## config.mk

```make
export PLATFORM = sky130hd
export DESIGN_NAME = inst_encoder_writer_flat
export DESIGN_NICKNAME = d
export VERILOG_FILES = /design/src/rtl/inst_encoder_writer_if.sv /design/src/rtl/inst_encoder_writer.sv /design/src/flat_wrapper.sv
export SDC_FILE = /design/constraint.sdc
export NUM_CORES = 1
export LEC_CHECK = 0
export ABC_AREA = 1
export ABC_CLOCK_PERIOD_IN_PS = 4250
export CAP_MARGIN = 20
export CORE_MARGIN = 2
export CORE_UTILIZATION = 48
export CTS_CLUSTER_DIAMETER = 100
export DETAILED_ROUTE_END_ITERATION = 10
export GPL_TIMING_DRIVEN = 0
export PLACE_DENSITY = 0.86
export RECOVER_POWER = 50
export SLEW_MARGIN = 10
export SYNTH_ARGS = -nofsm -noshare
export SYNTH_HDL_FRONTEND = slang
export SYNTH_SLANG_ARGS = --single-unit
```

## constraint.sdc

```tcl
create_clock -name clk -period 4.25 [get_ports clk]
set_input_delay 1.0625 -clock clk [delete_from_list [all_inputs] [get_ports clk]]
set_output_delay 1.0625 -clock clk [all_outputs]
set_load 0.02 [all_outputs]
```

## src/rtl/inst_encoder_writer_if.sv

```systemverilog
// ---------------------------------------------------------------------------
// inst_encoder_writer_if
// Bundles the request handshake and the instruction-memory write port of the
// instruction encoder/writer.
//   slave  : view used by the encoder (consumes requests, drives memory port)
//   master : view used by the request producer / memory model / bench
// Signals:
//   in_valid, in_ready            request handshake
//   in_kind, in_rs, in_rt, in_rd  symbolic instruction fields
//   in_imm                        immediate ([15:0] I-type, [25:0] J-type)
//   mem_we, mem_addr, mem_wdata   one-cycle word write strobe, address, data
//   count, full, err              status: words written, capacity hit, sticky
//                                 illegal-kind flag
// ---------------------------------------------------------------------------
interface inst_encoder_writer_if #(
  parameter int ADDR_W = 8
) ();
  logic              in_valid;
  logic              in_ready;
  logic [3:0]        in_kind;
  logic [4:0]        in_rs;
  logic [4:0]        in_rt;
  logic [4:0]        in_rd;
  logic [25:0]       in_imm;
  logic              mem_we;
  logic [ADDR_W-1:0] mem_addr;
  logic [31:0]       mem_wdata;
  logic [ADDR_W:0]   count;
  logic              full;
  logic              err;

  modport slave (
    input  in_valid, in_kind, in_rs, in_rt, in_rd, in_imm,
    output in_ready, mem_we, mem_addr, mem_wdata, count, full, err
  );

  modport master (
    output in_valid, in_kind, in_rs, in_rt, in_rd, in_imm,
    input  in_ready, mem_we, mem_addr, mem_wdata, count, full, err
  );
endinterface

```

## src/rtl/inst_encoder_writer.sv

```systemverilog
// ---------------------------------------------------------------------------
// inst_encoder_writer
// Encodes symbolic MIPS instruction requests into 32-bit words and writes them
// sequentially into instruction memory, one word every two cycles.
// Ports:
//   clk    rising-edge clock
//   rst    asynchronous active-high reset
//   flush  synchronous program restart (index, count, full, err cleared)
//   bus    inst_encoder_writer_if.slave: request handshake + memory write port
// Parameters:
//   ADDR_W     instruction memory word-address width (capacity 2^ADDR_W)
//   BASE_ADDR  word address of the first write after reset/flush
// Configuration macro:
//   ENCODER_DELAY_SLOT_EN  when defined, every BEQ/J write is followed by a
//                          nop (32'h0) pad write at the next address, unless
//                          the branch itself filled the memory.
// ---------------------------------------------------------------------------
module inst_encoder_writer #(
  parameter int ADDR_W    = 8,
  parameter int BASE_ADDR = 0
) (
  input  logic                   clk,
  input  logic                   rst,
  input  logic                   flush,
  inst_encoder_writer_if.slave   bus
);

  localparam logic [ADDR_W-1:0] base_addr_c = ADDR_W'(BASE_ADDR);
  localparam logic [ADDR_W:0]   cap_c       = {1'b1, {ADDR_W{1'b0}}};

  localparam logic [3:0] k_add  = 4'd0;
  localparam logic [3:0] k_sub  = 4'd1;
  localparam logic [3:0] k_and  = 4'd2;
  localparam logic [3:0] k_or   = 4'd3;
  localparam logic [3:0] k_slt  = 4'd4;
  localparam logic [3:0] k_lw   = 4'd5;
  localparam logic [3:0] k_sw   = 4'd6;
  localparam logic [3:0] k_beq  = 4'd7;
  localparam logic [3:0] k_addi = 4'd8;
  localparam logic [3:0] k_andi = 4'd9;
  localparam logic [3:0] k_lui  = 4'd10;
  localparam logic [3:0] k_ori  = 4'd11;
  localparam logic [3:0] k_xori = 4'd12;
  localparam logic [3:0] k_j    = 4'd13;

  typedef enum logic [1:0] {
    st_idle  = 2'd0,
    st_write = 2'd1,
`ifdef ENCODER_DELAY_SLOT_EN
    st_pad   = 2'd3,
`endif
    st_full  = 2'd2
  } state_t;

  // Packs one request into a MIPS word; bit 32 is set when the kind is legal.
  function automatic logic [32:0] encode(
    input logic [3:0]  kind,
    input logic [4:0]  rs,
    input logic [4:0]  rt,
    input logic [4:0]  rd,
    input logic [25:0] imm
  );
    logic [32:0] res;
    case (kind)
      k_add:   res = {1'b1, 6'b000000, rs, rt, rd, 5'b00000, 6'b100000};
      k_sub:   res = {1'b1, 6'b000000, rs, rt, rd, 5'b00000, 6'b100010};
      k_and:   res = {1'b1, 6'b000000, rs, rt, rd, 5'b00000, 6'b100100};
      k_or:    res = {1'b1, 6'b000000, rs, rt, rd, 5'b00000, 6'b100101};
      k_slt:   res = {1'b1, 6'b000000, rs, rt, rd, 5'b00000, 6'b101010};
      k_lw:    res = {1'b1, 6'b100011, rs, rt, imm[15:0]};
      k_sw:    res = {1'b1, 6'b101011, rs, rt, imm[15:0]};
      k_beq:   res = {1'b1, 6'b000100, rs, rt, imm[15:0]};
      k_addi:  res = {1'b1, 6'b001000, rs, rt, imm[15:0]};
      k_andi:  res = {1'b1, 6'b001100, rs, rt, imm[15:0]};
      k_lui:   res = {1'b1, 6'b001111, 5'b00000, rt, imm[15:0]};
      k_ori:   res = {1'b1, 6'b001101, rs, rt, imm[15:0]};
      k_xori:  res = {1'b1, 6'b001110, rs, rt, imm[15:0]};
      k_j:     res = {1'b1, 6'b000010, imm};
      default: res = {1'b0, 32'h0000_0000};
    endcase
    return res;
  endfunction

  state_t            state_r, state_s;
  logic              mem_we_r, mem_we_s;
  logic [ADDR_W-1:0] addr_r, addr_s;
  logic [31:0]       wdata_r, wdata_s;
  logic [ADDR_W:0]   count_r, count_s;
  logic              full_r, full_s;
  logic              err_r, err_s;
  logic [32:0]       enc_s;
  logic [ADDR_W:0]   count_inc_s;
`ifdef ENCODER_DELAY_SLOT_EN
  logic              branch_r, branch_s;
`endif

  assign enc_s       = encode(bus.in_kind, bus.in_rs, bus.in_rt, bus.in_rd, bus.in_imm);
  assign count_inc_s = count_r + {{ADDR_W{1'b0}}, 1'b1};

  // Ready depends only on state and flush so a producer never sees it glitch on its own inputs.
  assign bus.in_ready  = (state_r == st_idle) && !flush;
  assign bus.mem_we    = mem_we_r;
  assign bus.mem_addr  = addr_r;
  assign bus.mem_wdata = wdata_r;
  assign bus.count     = count_r;
  assign bus.full      = full_r;
  assign bus.err       = err_r;

  // Next-state and next-output logic; flush overrides every state.
  always_comb begin
    state_s  = state_r;
    mem_we_s = 1'b0;
    addr_s   = addr_r;
    wdata_s  = wdata_r;
    count_s  = count_r;
    full_s   = full_r;
    err_s    = err_r;
`ifdef ENCODER_DELAY_SLOT_EN
    branch_s = branch_r;
`endif
    if (flush) begin
      state_s = st_idle;
      addr_s  = base_addr_c;
      count_s = {(ADDR_W+1){1'b0}};
      full_s  = 1'b0;
      err_s   = 1'b0;
`ifdef ENCODER_DELAY_SLOT_EN
      branch_s = 1'b0;
`endif
    end else begin
      case (state_r)
        st_idle: begin
          if (bus.in_valid && enc_s[32]) begin
            state_s  = st_write;
            mem_we_s = 1'b1;
            wdata_s  = enc_s[31:0];
`ifdef ENCODER_DELAY_SLOT_EN
            branch_s = (bus.in_kind == k_beq) || (bus.in_kind == k_j);
`endif
          end else if (bus.in_valid) begin
            // Illegal kind: consumed, flagged, nothing written.
            err_s = 1'b1;
          end else begin
            state_s = st_idle;
          end
        end
        st_write: begin
          count_s = count_inc_s;
          addr_s  = addr_r + {{(ADDR_W-1){1'b0}}, 1'b1};
          if (count_inc_s == cap_c) begin
            // A branch that fills memory gets no pad.
            state_s = st_full;
            full_s  = 1'b1;
`ifdef ENCODER_DELAY_SLOT_EN
          end else if (branch_r) begin
            state_s  = st_pad;
            mem_we_s = 1'b1;
            wdata_s  = 32'h0000_0000;
`endif
          end else begin
            state_s = st_idle;
          end
        end
`ifdef ENCODER_DELAY_SLOT_EN
        st_pad: begin
          count_s  = count_inc_s;
          addr_s   = addr_r + {{(ADDR_W-1){1'b0}}, 1'b1};
          branch_s = 1'b0;
          if (count_inc_s == cap_c) begin
            state_s = st_full;
            full_s  = 1'b1;
          end else begin
            state_s = st_idle;
          end
        end
`endif
        st_full: begin
          state_s = st_full;
        end
        default: begin
          state_s = st_idle;
        end
      endcase
    end
  end

  // State and output registers; reset clears the write strobe asynchronously.
  always_ff @(posedge clk or posedge rst) begin
    if (rst) begin
      state_r  <= st_idle;
      mem_we_r <= 1'b0;
      addr_r   <= base_addr_c;
      wdata_r  <= 32'h0000_0000;
      count_r  <= {(ADDR_W+1){1'b0}};
      full_r   <= 1'b0;
      err_r    <= 1'b0;
`ifdef ENCODER_DELAY_SLOT_EN
      branch_r <= 1'b0;
`endif
    end else begin
      state_r  <= state_s;
      mem_we_r <= mem_we_s;
      addr_r   <= addr_s;
      wdata_r  <= wdata_s;
      count_r  <= count_s;
      full_r   <= full_s;
      err_r    <= err_s;
`ifdef ENCODER_DELAY_SLOT_EN
      branch_r <= branch_s;
`endif
    end
  end

endmodule
```

## src/flat_wrapper.sv

```systemverilog
// flat-port wrapper written by rule: the top's interface ports become plain ports
module inst_encoder_writer_flat 
#(
  parameter int ADDR_W    = 8,
  parameter int BASE_ADDR = 0
)
  (clk, rst, flush, bus_in_valid, bus_in_kind, bus_in_rs, bus_in_rt, bus_in_rd, bus_in_imm, bus_in_ready, bus_mem_we, bus_mem_addr, bus_mem_wdata, bus_count, bus_full, bus_err);
  inst_encoder_writer_if #(.ADDR_W(ADDR_W)) bus_i ();
  input  logic clk;
  input  logic rst;
  input  logic flush;
  input wire logic [$bits(bus_i.in_valid)-1:0] bus_in_valid;
  input wire logic [$bits(bus_i.in_kind)-1:0] bus_in_kind;
  input wire logic [$bits(bus_i.in_rs)-1:0] bus_in_rs;
  input wire logic [$bits(bus_i.in_rt)-1:0] bus_in_rt;
  input wire logic [$bits(bus_i.in_rd)-1:0] bus_in_rd;
  input wire logic [$bits(bus_i.in_imm)-1:0] bus_in_imm;
  output wire logic [$bits(bus_i.in_ready)-1:0] bus_in_ready;
  output wire logic [$bits(bus_i.mem_we)-1:0] bus_mem_we;
  output wire logic [$bits(bus_i.mem_addr)-1:0] bus_mem_addr;
  output wire logic [$bits(bus_i.mem_wdata)-1:0] bus_mem_wdata;
  output wire logic [$bits(bus_i.count)-1:0] bus_count;
  output wire logic [$bits(bus_i.full)-1:0] bus_full;
  output wire logic [$bits(bus_i.err)-1:0] bus_err;
  assign bus_i.in_valid = bus_in_valid;
  assign bus_i.in_kind = bus_in_kind;
  assign bus_i.in_rs = bus_in_rs;
  assign bus_i.in_rt = bus_in_rt;
  assign bus_i.in_rd = bus_in_rd;
  assign bus_i.in_imm = bus_in_imm;
  assign bus_in_ready = bus_i.in_ready;
  assign bus_mem_we = bus_i.mem_we;
  assign bus_mem_addr = bus_i.mem_addr;
  assign bus_mem_wdata = bus_i.mem_wdata;
  assign bus_count = bus_i.count;
  assign bus_full = bus_i.full;
  assign bus_err = bus_i.err;
  inst_encoder_writer #(.ADDR_W(ADDR_W), .BASE_ADDR(BASE_ADDR)) u_core (.clk(clk), .rst(rst), .flush(flush), .bus(bus_i));
endmodule
```

; ---- Yosys cells after proc, flatten, opt, wreduce, memory -nomap -nowiden
; Index checks and enable logic that the tools add are counted.
; Widths: inputs -> output; s select.
[word_totals]
input_bits = 49
out_inout_bits = 53
word_cells = 60
reg_bits = 54
[op_classes]
n_reduce_logical = 12
mux = 20
bitwise = 1
n_eq_ne = 18
addsub = 2
[op_table]
columns = op, count
row1 = $pmux 33 s14, 1
row2 = $eq 4x4->1 const B, 6
row3 = $mux 9, 2
row4 = $eq 4x3->1 const B, 4
row5 = $mux 8, 2
row6 = $mux 1, 10
row7 = $add 9x1->9 const B, 1
row8 = $eq 9x9->1 const B, 1
row9 = $add 8x1->8 const B, 1
row10 = $eq 4x2->1 const B, 2
row11 = $mux 2, 4
row12 = $reduce_bool 2->1, 4
row13 = $pmux 2 s3, 1
row14 = $reduce_and 3->1, 2
row15 = $eq 4x1->1 const B, 1
row16 = $logic_not 4->1, 1
row17 = $ne 4x4->1 const B, 1
row18 = $eq 2x1->1 const B, 1
row19 = $eq 2x2->1 const B, 1
row20 = $logic_and 1x1->1, 2
row21 = $logic_not 2->1, 1
row22 = $ne 2x2->1 const B, 1
row23 = $reduce_and 2->1, 1
row24 = $logic_not 1->1, 1
row25 = $not 1->1, 1

; ---- Logic depth before layout (Yosys ltp)
; Gate-level depths: netlist (run 1).
[depth]
word_depth = 6
mapped_depth = 10
depth_no_buf = 10

; ---- Worst setup path after synthesis (run 1)
; Ideal clock, no wire load.
[synth_path]
path_kind = input port to output port
start = input port flush
end = output port bus_in_ready
slack_ns = 1.909
path_stages = 3
required_ns = 3.188
arrival_time_ns = 1.279
path_buffers = 0
path_cell_list = inv_2 nand2_1 inv_2
[synth_via]
elab_chain_len = 2
[synth_lines]
columns = item, line_no
row1 = from (decl), flat_wrapper.sv:11  ; input logic flush;
row2 = $logic_not 1->1, inst_encoder_writer.sv:101  ; assign bus.in_ready = (state_r == st_idle) && !flush;
row3 = $logic_and 1x1->1, inst_encoder_writer.sv:101
row4 = to (decl), flat_wrapper.sv:18  ; output wire logic [$bits(bus_i.in_ready)-1:0] bus_in_ready;
; Every way passes these cells.

; ---- Worst setup path in the final report (run 1)
; Ends and elaborated chain as after synthesis.

==> summary.md, run 1 <==
| Metric | Value |
|---|---|
| Outcome | `finished with violations` |
| Failing checks | `capacitance limit, slew limit` |
| DR DRC count | `0` |
| PwrDens | `354.1 mW/mm2` |
| Post-synthesis register bit count | `53` |
| Tot GR Track Use | `25.54%` |
| Final Hold Fails | `0` |
| Initial antenna violation count | `0` |
| Total I/O pin count | `about 100` |
| Area of the die | `0.006219 mm2` |
| Final critical path time including I/O delays and setup | `~3700 ps` |
| Synth Area per Inst | `roughly 8 um2` |
| Antenna Nets Post-Route | `0` |
| Post-cts resize count | `0` |
| Syn Inst Count | `~330` |
| Fin Clk Skew | `5.651 ps` |
| Rel. slew slack | `-4.933%` |
| CP arrival | `approximately 2600 ps` |
| Top FF cell, synth | `dfrtp_1` |
| Post-CTS Setup Bufs | `0` |
| Final setup viols | `0` |
| RSZ-0062 raised after global routing | `false` |
| Period Utilization, post-route | `between 80 and 90%` |
| Count of flip-flops with a built-in enable after synthesis | `0` |
| Routed wire length | `7325 um` |
| CTS Buffer Depth | `2` |
| Die Y-Extent | `between 70 and 80 um` |
| Post-route setup TNS | `0 ps` |
| Crit. End Element | `primary output` |
| Syn nets | `roughly 380` |
| CP required | `between 3000 and 4000 ps` |
| Port Buffers | `a little under 100` |
| Clk Latency, worst-skew pair | `a little over 300 ps` |
| Vias/cell | `~5.2` |
| Largest cells by area after synthesis | `dfrtp_1 (49%), nand2_1 (9.9%), nor2_1 (6.3%)` |
| Number of global-route vias before repair | `2762` |
| Ys Warns | `0` |
| Sequential area share after synthesis | `between 40% and 50%` |
| RR Startpoint | `u_core.state_r[1]$_DFFE_PP0P_` |
| Commonest cells in the netlist | `nand2_1 (71), dfrtp_1 (53), nor2_1 (45), nand3_1 (33), inv_1 (28)` |
| First-pass GRT wire length | `~12000 um` |
| Routed via count | `2654` |
| Worst-path fanout max | `7` |
| TritonCTS Buffers | `5` |
| Layout cells sized above 1 | `under 10%` |
| Wire length per cell | `14.39 um` |
| Die width | `about 80 um` |
| Area Growth Syn to Fin | `43.63%` |
| Leakage power | `around 1.7 nW` |
| Startpoint Class | `primary input` |
| Synthesized area | `around 0.0027 mm2` |
| Most common cell in the netlist | `nand2_1` |
| Synth area leader | `dfrtp_1` |
| Max Freq | `0.2709 GHz` |
| Hold Path Class | `reg2reg` |
| Synth unique cells | `33` |
| Diode count | `0` |
| Total power | `between 1 and 1.5 mW` |
| # hold bufs at CTS | `0` |
| Congestion Overflow GR | `0` |
| Worst setup margin | `about 560 ps` |
| Nets | `approximately 500` |
| CTS root buf | `clkbuf_8` |
| Measured slew at the worst slew-check pin | `1574 ps` |
| Synth async-reset ratio | `100.0%` |
| Peak supply drop | `about 0.00026 V` |
| CTS tree | `done` |
| Critical Path Source | `flush` |
| Placement Setup Slack | `~640 ps` |
| Largest net degree at the start of global routing | `31` |
| Post-synth top area share | `49.30%` |
| Hold wc startpoint | `u_core.bus.mem_wdata[7]$_DFFE_PP0P_` |
| Routability cong. | `0.9256` |
| Count of final max-slew check failures | `31` |
| CTS clock-pin slew for the worst setup and hold paths | `around 100 ps` |
| TritonRoute pass-1 iters | `4` |
| Sink Count | `53` |
| Critical path class | `in2out` |
| Max Cap Viol | `1` |
| Core area | `roughly 0.0055 mm2` |
| Number of H-tree levels | `2` |
| Num rows | `27` |
| Initial Utilization | `approximately 49%` |
| Violation count after the first detailed-routing iteration | `146` |
| DP Wirelength | `between 5000 and 6000 um` |
==> final timing paths <==
kind	slack, ps	cells past startpoint	end
hold / removal	490	2	u_core.bus.mem_wdata[7]$_DFFE_PP0P_
min in group asynchronous	1380	2	u_core.bus.count[1]$_DFFE_PP0P_
hold reg to reg	490	2	u_core.bus.mem_wdata[7]$_DFFE_PP0P_
max in group asynchronous	930	3	u_core.bus.count[2]$_DFFE_PP0P_
setup / recovery	560	5	bus_in_ready
setup reg to reg	2370	7	u_core.bus.mem_wdata[28]$_DFFE_PP0P_
==> where the power goes <==
part / total (mW) / switching (mW) / internal, mW / leakage [nW]
Clock: 0.360 / 0.169 / 0.192 / 0.0574
Sequential: 0.603 / 0.0364 / 0.566 / 0.666
Combinational: 0.406 / 0.212 / 0.193 / 0.978
==> per-stage QoR <==
| stage | std cells | util, % | cell area (um2) | hold WS, ps |
|---|---|---|---|---|
| 6_report | 509 | 70.60 | 3864 | 494.7 |
| 5_1_grt | 509 | 70.60 | 3864 | 523.4 |
| 4_1_cts | 509 | 71.47 | 3911 | 501.3 |
| 3_5_place_dp | 501 | 69.27 | 3791 | 476.3 |
| 3_3_place_gp | 500 | 68.91 | 3771 | 461.5 |
| 2_1_floorplan | 329 | - | 2690 | 511.4 |
==> cell families after synthesis <==
logic type | Yosys count | synth area share [%]
xor gates and xnor gates | 1 | 0.3256
adders and majority gates | 3 | 1.395
and+or+nand+nor | 162 | 26.37
AOI/OAI and AO/OA | 64 | 14.23
other | 1 | 0.1394
DFF | 53 | 49.30
buffers and inverters | 45 | 8.232
==> layout by cell type (no fill, tap or decap), types with 14 or more instances in the layout <==
master           synthesis  final
nand3_1                 33     34
nand2_1                 71     72
a31oi_1                 14     14
a21oi_1                 23     23
dfrtp_1                 53     53
nor2_1                  45     45
clkdlybuf4s50_1          0     93
inv_1                   28     29
o21ai_0                 17     17
==> state kept, by name, indices dropped and copies added (netlist names) <==
name	cells
u_core.state_r	2
u_core.bus.count	9
u_core.bus.mem_addr	8
u_core.bus.mem_we	1
u_core.bus.err	1
u_core.bus.full	1
u_core.bus.mem_wdata	31
==> critical path: stages <==
cell,delay (ps)
dlygate4sd3_1,670
inv_1,120
nand2_1,70
inv_2,90
clkdlybuf4s50_1,610
==> layout make-up <==
type / count / area, um2
Clock buffer: 6 / 82.58
Timing Repair Buffer: 100 / 994.7
Multi-Input combinational cell: 231 / 1130
Sequential cell: 53 / 1326
Clock inverter: 2 / 37.54
Fill cell: 454 / 1609
Inverter: 34 / 128.9
Tap cell: 72 / 90.09
Buffer: 11 / 73.82
==> metal layers <==
| metal | global-route usage (%) | part of all wire [%] | wire length (um) | vias to the layer above |
|---|---|---|---|---|
| li1 | - | - | - | 1294 |
| met2 | 44.87 | 51 | 3722 | 106 |
| met3 | 9.545 | 9.2 | 677 | 18 |
| met4 | 10.34 | 2.2 | 161 | 0 |
| met5 | 0 | 0 | 0 | - |
| met1 | 27.84 | 38 | 2764 | 1236 |
(Power assumes the default switching activity.)
==> inputs of run 2 (changes only) <==
CORE_MARGIN = 5   (was 2)
==> summary.md, run 2 (same netlist as run 1, synthesis figures left out) <==
| Metric | Value |
|---|---|
| CTS root buf | `clkbuf_8 (unchanged)` |
| DP Wirelength | `5799 um (was 5661 um)` |
| Final setup viols | `0 (unchanged)` |
| Die Y-Extent | `84.86 um (was 78.86 um)` |
| Critical Path Source | `flush (unchanged)` |
| Max Cap Viol | `1 (unchanged)` |
| Core area | `0.005473 mm2 (unchanged)` |
| Measured slew at the worst slew-check pin | `1502 ps (was 1574 ps)` |
| Most common cell after layout, fill and taps aside | `clkdlybuf4s50_1 (unchanged)` |
| RSZ-0062 raised after global routing | `false (unchanged)` |
| CP arrival | `2660 ps (was 2630 ps)` |
| Levels on crit path | `5 (unchanged)` |
| Vias/cell | `5.230 (was 5.214)` |
| Hold Crit Depth | `2 (unchanged)` |
| Num rows | `27 (unchanged)` |
| Leakage power | `1.701 nW (about the same)` |
| CP required | `3190 ps (about the same)` |
| Failing checks | `capacitance limit, slew limit (unchanged)` |
| CTS tree | `done (unchanged)` |
| Total I/O pin count | `102 (unchanged)` |
| R2R depth | `8 (was 7)` |
| Critical Path Max Stage Delay | `750 ps (was 670 ps)` |
| Fin area | `0.003842 mm2 (was 0.003864 mm2)` |
| Initial Utilization | `49.15% (unchanged)` |
| Most frequent cells in the layout | `clkdlybuf4s50_1 (91), nand2_1 (72), dfrtp_1 (53), nor2_1 (45), nand3_1 (34) (was clkdlybuf4s50_1 (93), nand2_1 (72), dfrtp_1 (53), nor2_1 (45), nand3_1 (34))` |
| Routed via count | `2657 (was 2654)` |
| Worst-path fanout max | `7 (unchanged)` |
| Port Buffers | `99 (unchanged)` |
| Post-CTS Setup Bufs | `0 (unchanged)` |
| Critical path class | `in2out (unchanged)` |
| Routability cong. | `0.8378 (was 0.9256)` |
| Sink Count | `53 (unchanged)` |
| Peak supply drop | `0.0002101 V (was 0.0002588 V)` |
| Antenna Nets Post-Route | `0 (unchanged)` |
| Max reg flops | `31 (unchanged)` |
| Delay-heaviest family, CP | `buffers and inverters (unchanged)` |
| Worst R2R End | `u_core.bus.mem_addr[7]$_DFFE_PP0P_ (was u_core.bus.mem_wdata[28]$_DFFE_PP0P_)` |
| Max Freq | `0.2687 GHz (was 0.2709 GHz)` |
| Fin Clk Skew | `9.479 ps (was 5.651 ps)` |
| Diode count | `0 (unchanged)` |
| Area Growth Syn to Fin | `42.84% (was 43.63%)` |
| Outcome | `finished with violations (unchanged)` |
| Tot GR Track Use | `20.88% (was 25.54%)` |
| Area of the die | `0.007201 mm2 (was 0.006219 mm2)` |
| CTS Buffer Depth | `2 (unchanged)` |
| PwrDens | `341.6 mW/mm2 (was 354.1 mW/mm2)` |
| Crit path buf inv count | `4 (unchanged)` |
| Clk Latency, worst-skew pair | `310 ps (about the same)` |
| Post-cts resize count | `0 (unchanged)` |
| Wire length per cell | `14.65 um (was 14.39 um)` |
| Reg2Reg Setup Slack | `2580 ps (was 2370 ps)` |
| Final Hold Fails | `0 (unchanged)` |
| Routed wire length | `7443 um (was 7325 um)` |
| Number of H-tree levels | `2 (unchanged)` |
| Count of final max-slew check failures | `29 (was 31)` |
| Layout cells sized above 1 | `7.110% (was 7.094%)` |
| Violation count after the first detailed-routing iteration | `83 (was 146)` |
| Crit path cell chain | `dlygate4sd3_1 -> clkinv_1 -> nand2_1 -> inv_2 -> clkdlybuf4s50_1 (was dlygate4sd3_1 -> inv_1 -> nand2_1 -> inv_2 -> clkdlybuf4s50_1)` |
| DR DRC count | `0 (unchanged)` |
| Largest net degree at the start of global routing | `30 (was 31)` |
| Nets | `488 (unchanged)` |
| Number of global-route vias before repair | `2595 (was 2762)` |
| First-pass GRT wire length | `12190 um (was 12340 um)` |
| Initial antenna violation count | `0 (unchanged)` |
| Hold Path Class | `reg2reg (unchanged)` |
| Startpoint Class | `primary input (unchanged)` |
| Crit. End Element | `primary output (unchanged)` |
| TritonRoute pass-1 iters | `4 (unchanged)` |
| Period Utilization, post-route | `87.57% (was 86.86%)` |
| Congestion Overflow GR | `0 (unchanged)` |
| Post-layout util | `70.21% (was 70.60%)` |
| TritonCTS Buffers | `5 (unchanged)` |
| Post-route setup TNS | `0 ps (unchanged)` |
| Final critical path time including I/O delays and setup | `3722 ps (was 3691 ps)` |
| Hold Crit Endpoint | `u_core.bus.mem_wdata[8]$_DFFE_PP0P_ (was u_core.bus.mem_wdata[7]$_DFFE_PP0P_)` |
| Die width | `84.86 um (was 78.86 um)` |
| Worst path slowest cell | `dlygate4sd3_1 (unchanged)` |
| CTS clock-pin slew for the worst setup and hold paths | `90 ps (was 100 ps)` |
| Rel. slew slack | `-0.1572% (was -4.933%)` |
| # hold bufs at CTS | `0 (unchanged)` |
| Hold wc startpoint | `u_core.bus.mem_wdata[8]$_DFFE_PP0P_ (was u_core.bus.mem_wdata[7]$_DFFE_PP0P_)` |
| DP Area | `0.003791 mm2 (unchanged)` |
| RR Startpoint | `u_core.state_r[1]$_DFFE_PP0P_ (unchanged)` |
[run 2: where the power goes]
| group | switching, mW | total, mW | leakage (nW) | internal, mW |
|---|---|---|---|---|
| Combinational | 0.215 | 0.409 | 0.991 | 0.194 |
| Sequential | 0.0370 | 0.603 | 0.666 | 0.566 |
| Clock | 0.171 | 0.301 | 0.0433 | 0.129 |
[run 2: metal layers]
layer	up-vias	track usage [%]	wire length [um]
met5	-	0	0
met4	0	5.036	97
met3	10	7.476	646
met2	94	37.22	3755
met1	1262	23.90	2942
li1	1291	-	-
[run 2: area by class of cell]
cell class / count / area, um2
Sequential cell: 53 / 1326
Clock inverter: 1 / 7.507
Timing Repair Buffer: 100 / 994.7
Clock buffer: 6 / 82.58
Inverter: 34 / 130.1
Tap cell: 72 / 90.09
Buffer: 11 / 81.33
Fill cell: 484 / 1630
Multi-Input combinational cell: 231 / 1130
[run 2: metrics by stage]
| stage | setup WS, ps | total power, mW | instances | hold WS (ps) |
|---|---|---|---|---|
| 3_5_place_dp | 646.7 | 1.030 | 501 | 475.8 |
| 4_1_cts | 636.7 | 1.322 | 508 | 498.6 |
| 2_1_floorplan | 1901 | 0.8116 | 329 | 511.4 |
| 3_3_place_gp | 649.5 | 1.018 | 500 | 468.1 |
| 6_report | 528.1 | 1.312 | 508 | 484.0 |
| 5_1_grt | 406.9 | 1.373 | 508 | 518.1 |
[run 2: how the worst max path moves through the flow]
stage                                                     end  slack, ps
after global routing      u_core.bus.mem_wdata[6]$_DFFE_PP0P_        410
after CTS                                        bus_in_ready        640
final                                            bus_in_ready        530
after floorplan               u_core.bus.count[0]$_DFFE_PP0P_       1900
after detailed placement                         bus_in_ready        650
after global placement                           bus_in_ready        650
[run 2: worst register-to-register path, stage by stage (launching register included)]
cell	delay, ps
dfrtp_1	410
nor2_2	250
inv_2	140
nand2_1	250
nand3_1	160
nor2_1	150
nand3_1	80
nand2_1	70
nor2_1	50
==> inputs of run 3 (changes only) <==
CORE_MARGIN = 2   (was 5)
==> results of run 3 <==
The final DEF is identical to that of run 1; final timing and power are the same.
